$ cat src/rtl/r256x18_fifo_ctl.sv
// FIFO controller for a 256x18 dual-port RAM macro in the SDIO host data path.
// Drives the RAM write port from producer pushes and prefetches the head entry
// through the registered RAM read port into a show-ahead valid/ready pop interface.
module r256x18_fifo_ctl #(
   parameter int unsigned AW     = 8,
   parameter int unsigned DW     = 18,
   parameter int unsigned AF_LVL = 248,
   parameter int unsigned AE_LVL = 8
) (
   input  logic          Clk,
   input  logic          Rst_n,
   input  logic          Flush,
   input  logic          Push,
   input  logic [DW-1:0] PushData,
   output logic          Full,
   output logic          AlmostFull,
   input  logic          Pop,
   output logic          RdValid,
   output logic [DW-1:0] RdData,
   output logic          Empty,
   output logic          AlmostEmpty,
   output logic [AW:0]   Count,
   output logic          Overflow,
   output logic          Underflow,
   output logic [AW-1:0] WA,
   output logic [DW-1:0] WD,
   output logic [1:0]    WEN,
   output logic          WD_SEL,
   output logic [AW-1:0] RA,
   output logic          RD_SEL,
   input  logic [DW-1:0] RD
);

   localparam int unsigned CW = AW + 1;
   localparam logic [CW-1:0] DEPTH_C = CW'(1 << AW);
   localparam logic [CW-1:0] AF_C    = CW'(AF_LVL);
   localparam logic [CW-1:0] AE_C    = CW'(AE_LVL);

   logic [AW-1:0] wptr;
   logic [AW-1:0] rptr;
   logic [AW-1:0] ra_q;
   logic [CW-1:0] cnt;
   logic          rd_valid;
   logic          inflight;
   logic          ovf;
   logic          udf;

   logic          push_ok;
   logic          pop_ok;
   logic          fetch;
   logic          wr_go;
   logic [CW-1:0] mem_pend;

   // Accept/pop/fetch decisions; head entry and in-flight read are excluded from mem_pend
   always_comb begin
      push_ok  = Push && !Full && !Flush;
      pop_ok   = Pop && rd_valid && !Flush;
      mem_pend = cnt - CW'(rd_valid) - CW'(inflight);
      fetch    = (mem_pend != '0) && (!rd_valid || Pop) && !inflight && !Flush;
      wr_go    = push_ok && Rst_n;
   end

   // RAM port drive and occupancy flags, all derived combinationally
   always_comb begin
      WA          = wptr;
      WD          = PushData;
      WEN         = {2{wr_go}};
      WD_SEL      = wr_go;
      RA          = fetch ? rptr : ra_q;
      RD_SEL      = fetch || inflight || rd_valid;
      RdData      = RD;
      RdValid     = rd_valid;
      Count       = cnt;
      Overflow    = ovf;
      Underflow   = udf;
      Full        = (cnt == DEPTH_C);
      Empty       = (cnt == '0);
      AlmostFull  = (cnt >= AF_C);
      AlmostEmpty = (cnt <= AE_C);
   end

   // Pointer, occupancy, prefetch pipeline and sticky error state
   always_ff @(posedge Clk or negedge Rst_n) begin
      if (!Rst_n) begin
         wptr     <= '0;
         rptr     <= '0;
         ra_q     <= '0;
         cnt      <= '0;
         rd_valid <= 1'b0;
         inflight <= 1'b0;
         ovf      <= 1'b0;
         udf      <= 1'b0;
      end else if (Flush) begin
         wptr     <= '0;
         rptr     <= '0;
         ra_q     <= '0;
         cnt      <= '0;
         rd_valid <= 1'b0;
         inflight <= 1'b0;
         ovf      <= 1'b0;
         udf      <= 1'b0;
      end else begin
         ra_q <= RA;
         if (push_ok) wptr <= wptr + AW'(1);
         if (fetch)   rptr <= rptr + AW'(1);
         if (push_ok && !pop_ok)      cnt <= cnt + CW'(1);
         else if (pop_ok && !push_ok) cnt <= cnt - CW'(1);
         inflight <= fetch;
         // a returning fetch refills the head slot even in the cycle it is popped
         if (inflight)    rd_valid <= 1'b1;
         else if (pop_ok) rd_valid <= 1'b0;
         if (Push && Full)     ovf <= 1'b1;
         if (Pop && !rd_valid) udf <= 1'b1;
      end
   end

endmodule

$ cat config.mk
export PLATFORM = sky130hd
export DESIGN_NAME = r256x18_fifo_ctl
export DESIGN_NICKNAME = d
export VERILOG_FILES = /design/src/rtl/r256x18_fifo_ctl.sv
export SDC_FILE = /design/constraint.sdc
export NUM_CORES = 1
export LEC_CHECK = 0
export BUFFER_PORTS_ARGS = -buffer_cell sky130_fd_sc_hd__buf_2
export CAP_MARGIN = 20
export CORE_MARGIN = 2
export CORE_UTILIZATION = 52
export CTS_CLUSTER_SIZE = 25
export DETAILED_ROUTE_END_ITERATION = 7
export PLACE_DENSITY = 0.87
export SLEW_MARGIN = 20
export SYNTH_ARGS = -nofsm -noshare
export SYNTH_HDL_FRONTEND = slang
export SYNTH_SLANG_ARGS = --single-unit
export TNS_END_PERCENT = 100
$ cat constraint.sdc
create_clock -name Clk -period 10.1 [get_ports Clk]
set_clock_uncertainty 0.15 [all_clocks]
set_input_delay 2.02 -clock Clk [delete_from_list [all_inputs] [get_ports Clk]]
set_output_delay 2.02 -clock Clk [all_outputs]
set_load 0.1 [all_outputs]
== Yosys cells after proc, flatten, opt, wreduce, memory -nomap -nowiden ==
Cells that the tools add are included.
W data, S select, Z words.
Cells by class
  add/sub/neg operators: 6
  multiply operators: 0
  div/mod/pow operators: 0
  order comparisons: 2
  eq/ne operators: 1
  shift operators: 0
  mux-type cells: 17
  bitwise logic cells: 0
  reduce and logical (&&, ||, !) cells: 29
Operators with widths (number)
  $mux W8: 6
  $mux W9: 3
  $sub A9 B1 Y9: 2
  $add A8 B1 Y8 const B: 2
  $logic_and A1 B1 Y1: 12
  $add A9 B1 Y9 const B: 1
  $eq A9 B9 Y1 const B: 1
  $ge A9 B8 Y1 const B: 1
  $le A9 B4 Y1 const B: 1
  $logic_not A9 Y1: 1
  $reduce_bool A9 Y1: 1
  $sub A9 B1 Y9 const B: 1
  $mux W1: 8
  $reduce_bool A2 Y1: 4
  $logic_not A1 Y1: 6
  $reduce_bool A3 Y1: 2
  $logic_or A1 B1 Y1: 3
Storage, ports and cells
  register bits after elaboration: 37
  latch bits: 0
  RAM bits: 0
  ROM bits: 0
  input port bits: 41
  output and inout port bits: 72
  logic and storage cells: 63
  memories: 0

== Logic depth before layout (Yosys ltp) ==
  depth after elaboration: 9
  gate-level depth with buffers: 12
  mapped depth without buffers: 11

== Worst setup path before layout ==
OpenSTA, ideal clock, no wires.
  path kind: register to output
  from: register cnt[0] (netlist: Count[0])
  to: output port RA[0]
  data arrival time: 3.904 ns
  required time: 7.930 ns
  setup slack: 4.026 ns
  cell stages (with the launch flop): 10
  path buffers: 0
  cell sequence: dfrtp_1 -> inv_1 -> fa_1 -> inv_1 -> ha_1 -> or3b_2 -> a211o_1 -> o31a_1 -> nand2_2 -> mux2_1
On the way
  longest elaborated chain between the ends: 7
Ends and longest elaborated chain
  from (decl): line 42  | logic [CW-1:0] cnt;
  from (signal assigned): line 106  | if (push_ok && !pop_ok) cnt <= cnt + CW'(1);
  from (signal assigned): line 107  | else if (pop_ok && !push_ok) cnt <= cnt - CW'(1);
  $sub A9 B1 Y9 (2 in a row): line 58  | mem_pend = cnt - CW'(rd_valid) - CW'(inflight);
  $reduce_bool A9 Y1: line 59  | fetch = (mem_pend != '0) && (!rd_valid || Pop) && !inflight && !Flush;
  $logic_and A1 B1 Y1 (3 in a row): line 59
  $mux W8: line 69  | RA = fetch ? rptr : ra_q;
  to (decl): line 29  | output logic [AW-1:0] RA,
Every way passes these cells.

== Worst setup path in the final report ==
  from: input port Flush
  to: output port RA[3]
On the way
  longest elaborated chain between the ends: 3
Ends and longest elaborated chain
  from (decl): line 12  | input logic Flush,
  $logic_not A1 Y1: line 59
  $logic_and A1 B1 Y1: line 59
  $mux W8: line 69
Every way passes these cells.

==> run_results.csv <==
group,metric,value,unit
final_layout,areaGrowthSynthToFinish,2.58,%
placed_design,dp_slack,4180,ps
power,p_leak,0.00132,uW
floorplanning,die_h,74.3,um
drt,drt-initial-drc-count,108,
worst_setup_path,crit_chain,"buf_2 > inv_1 > o31a_1 > nand2_2 > mux2_2 > buf_2",
grt,grt_max_degree,39,
logic_synthesis,synthXorXnorAreaFrac,0.0410,
logic_synthesis,synthArstFlopShare,1.00,
grt,antenna_found_initial,0,
floorplanning,design.core.area,4750,um2
logic_synthesis,yosys.area_share.adder,0.0741,
worst_setup_path,crit_type,"in2out",
clock_tree,cts-buffers-inserted,5,
worst_setup_path,critPathBufInv,3,
clock_tree,cts_resized,0,
worst_setup_path,worstSetupEndpoint,"RA[3]",
drt,wire_per_inst,14.0,um
power,power.internal,344,uW
timing,rsz0062_at_grt,"no",
clock_tree,clk_latency,290,ps
timing,tns,0,ps
clock_tree,cts-root-buf,"clkbuf_8",
grt,grt_pass1_vias,1716,
drt,drt_pre_antenna_iters,4,
logic_synthesis,ys_seq_area_frac,0.361,
clock_tree,postCtsSetupRepairBufs,0,
floorplanning,io_pins,113,
clock_tree,clk_pin_slew,80,ps
final_layout,n_antenna_cell,0,
worst_setup_path,crit_path_start,"Flush",
worst_setup_path,ff2ff_path_depth,10,
clock_tree,cts_buffer_depth,2,
worst_setup_path,r2r_end,"Count[8]",
logic_synthesis,synth-simple-area-share,0.171,
drt,routed_wl,4790,um
worst_setup_path,crit_path_start_kind,"input port",
placed_design,dp_hpwl,3500,um
final_layout,final_cells,343,
worst_setup_path,cpLargestDelayFamily,"buffers and inverters",
grt,grt_usage,0.178,
drt,post_drt_via_cell_ratio,5.44,
logic_synthesis,ys_seq_elements,37,
timing,slew_headroom,0.460,
timing,post-route-period-util,0.586,
final_layout,nFillCells,432,
worst_setup_path,critPathSlowestCell,"buf_2",
worst_setup_path,critPathCaptureType,"output pin",
timing,hold_viol,0,
floorplanning,std_cell_rows,25,
placed_design,port_buffers,40,
power,p_sw_frac,0.558,
hold_path,hold_class,"reg2reg",
worst_setup_path,crit_required,7930,ps
final_layout,nNetsFinal,330,
logic_synthesis,synth_top_family_by_area,"simple AND/OR/NAND/NOR gates",
timing,finalSetupViolations,0,
clock_tree,cts_htree_levels,2,
worst_setup_path,cpPeakStageDelay,530,ps
worst_setup_path,crit_cells,6,
logic_synthesis,synth_cells,274,
timing,fin_ws,4180,ps
timing,fin_crit,5920,ps
clock_tree,cts_tree,"built",
drt,antenna_left,0,
floorplanning,die_x,74.3,um
worst_setup_path,r2r_start,"Count[4]",
worst_setup_path,cp.arrival,3750,ps
floorplanning,fp.dieArea,5510,um2
logic_synthesis,synth_nets,329,
placed_design,dp_cells,335,
worst_setup_path,cpMostUsedCell,"buf_2",
logic_synthesis,muxShareOfSynthArea,0.0751,
logic_synthesis,synthDistinctLibCells,46,
placed_design,place_area,2530,um2
logic_synthesis,synth-edff-count,0,
power,powerDensity,295,nW/um2
drt,via_count,1865,
floorplanning,start_util,0.540,
clock_tree,holdBufCountCts,0,
logic_synthesis,synth_area_per_cell,9.37,um2
worst_setup_path,crit_path_max_fanout,38,
worst_setup_path,rrSetupSlack,6410,ps
power,seqPwrFrac,0.267,
grt,grt_overflow,0,
final_layout,final_cell_area,2630,um2
power,combPwrFrac,0.599,
power,power_frac_clock,0.134,
timing,worst_pin_slew,810,ps
timing,fmax,0.169,GHz
placed_design,gp_congestion,0.852,
logic_synthesis,ys.flop_type,"dfrtp_1",
timing,maxSlewViolCount,0,
logic_synthesis,synth_compound_gate_area_share,0.135,
clock_tree,clkSinkCount,37,
logic_synthesis,syn_area,2570,um2
drt,drcViolationCount,0,
grt,grt_pass1_wl,7710,um
flow_run,maxCapViolations,0,
power,ir_drop,0.130,mV
power,p_switching,434,uW
final_layout,drive_gt1_frac,0.214,
status,status,"completed",
logic_synthesis,yosys_warnings,0,
==> power by group through the flow <==
stage                     sequential, uW  clock [uW]  combinational (uW)
after floorplan                      312           0                 354
after global placement               209           0                 454
final                                208         104                 466
after global routing                 212         113                 502
after CTS                            207         107                 466
after detailed placement             210           0                 464
==> cell usage after synthesis, drive strengths merged, types with 3 or more instances <==
library cell	instances	share of area
a21oi	19	0.037
buf	41	0.12
clkbuf	6	0.0088
dfrtp	37	0.36
ha	12	0.059
inv	12	0.018
mux2	8	0.035
mux2i	8	0.031
nand2	20	0.030
nand2b	4	0.0097
nand3	4	0.0078
nand3b	3	0.0088
nand4	5	0.012
nor2	22	0.032
nor2b	3	0.0073
nor3	7	0.016
o21ai	9	0.018
o31a	4	0.014
o31ai	7	0.022
or3	7	0.017
or4	4	0.013
xnor2	5	0.017
xor2	7	0.024
==> area by class of cell <==
cell class / count / area [um2] / area share
Timing Repair Buffer: 41 / 208 / 0.0789
Tap cell: 67 / 83.8 / 0.0318
Inverter: 12 / 45.0 / 0.0171
Clock inverter: 3 / 21.3 / 0.00808
Clock buffer: 5 / 68.8 / 0.0261
Multi-Input combinational cell: 178 / 1280 / 0.486
Sequential cell: 37 / 926 / 0.352
==> layer usage <==
metal,vias up,global-route usage,routed length (um)
met5,-,0,0
met3,6,0.0379,296
li1,929,-,-
met2,54,0.310,2230
met1,876,0.229,2210
met4,0,0.0417,50
==> layout by cell type (no fill, tap or decap), types with 3 or more instances in the layout <==
cell,n
buf_2,40
or4_1,3
nand3_1,4
nor2_1,22
o21ai_0,6
mux2_1,7
o31ai_1,6
nor2b_1,3
dfrtp_1,37
nor3_1,6
clkbuf_8,5
o21ai_1,3
nand4_1,5
o31a_1,4
inv_1,12
xor2_1,7
nand2_1,19
mux2i_1,8
a21oi_1,19
nand2b_1,4
or3_1,7
xnor2_1,5
ha_1,12
nand3b_1,3
==> through the flow <==
stage	utilization	hold WS, ps	power, uW
floorplan	-	330	666
global placement	0.533	325	663
detailed placement	0.533	335	674
CTS	0.552	352	780
global route	0.554	384	827
finish	0.554	355	778
==> flip-flops by register name, summed over array words and instances (netlist names) <==
register / flops
WA: 8
inflight: 1
Overflow: 1
RdValid: 1
rptr: 8
Count: 9
Underflow: 1
ra_q: 8
==> cells by family after synthesis <==
kind of cell | count (synthesis)
AOI/OAI and AO/OA | 50
and+or+nand+nor | 85
DFF | 37
muxes | 17
xor gates and xnor gates | 12
buffers and inverters | 59
adders and majority gates | 14
==> tightest hold or removal path: cells and delay by family, from the launching register on <==
family | cells | cell delay (ps)
compound gates | 1 | 40
flops | 1 | 340
simple gates | 1 | 80
==> how the worst min path moves through the flow <==
| stage | slack (ps) | to | cells after the start | start |
|---|---|---|---|---|
| after floorplan | 330 | ra_q[3] | 2 | ra_q[3] |
| after global placement | 320 | Underflow | 2 | Underflow |
| after detailed placement | 340 | Underflow | 2 | Underflow |
| after CTS | 350 | Underflow | 2 | Underflow |
| after global routing | 380 | Underflow | 2 | Underflow |
| final | 350 | Underflow | 2 | Underflow |
Note: power is estimated with default switching activity, not from simulation.
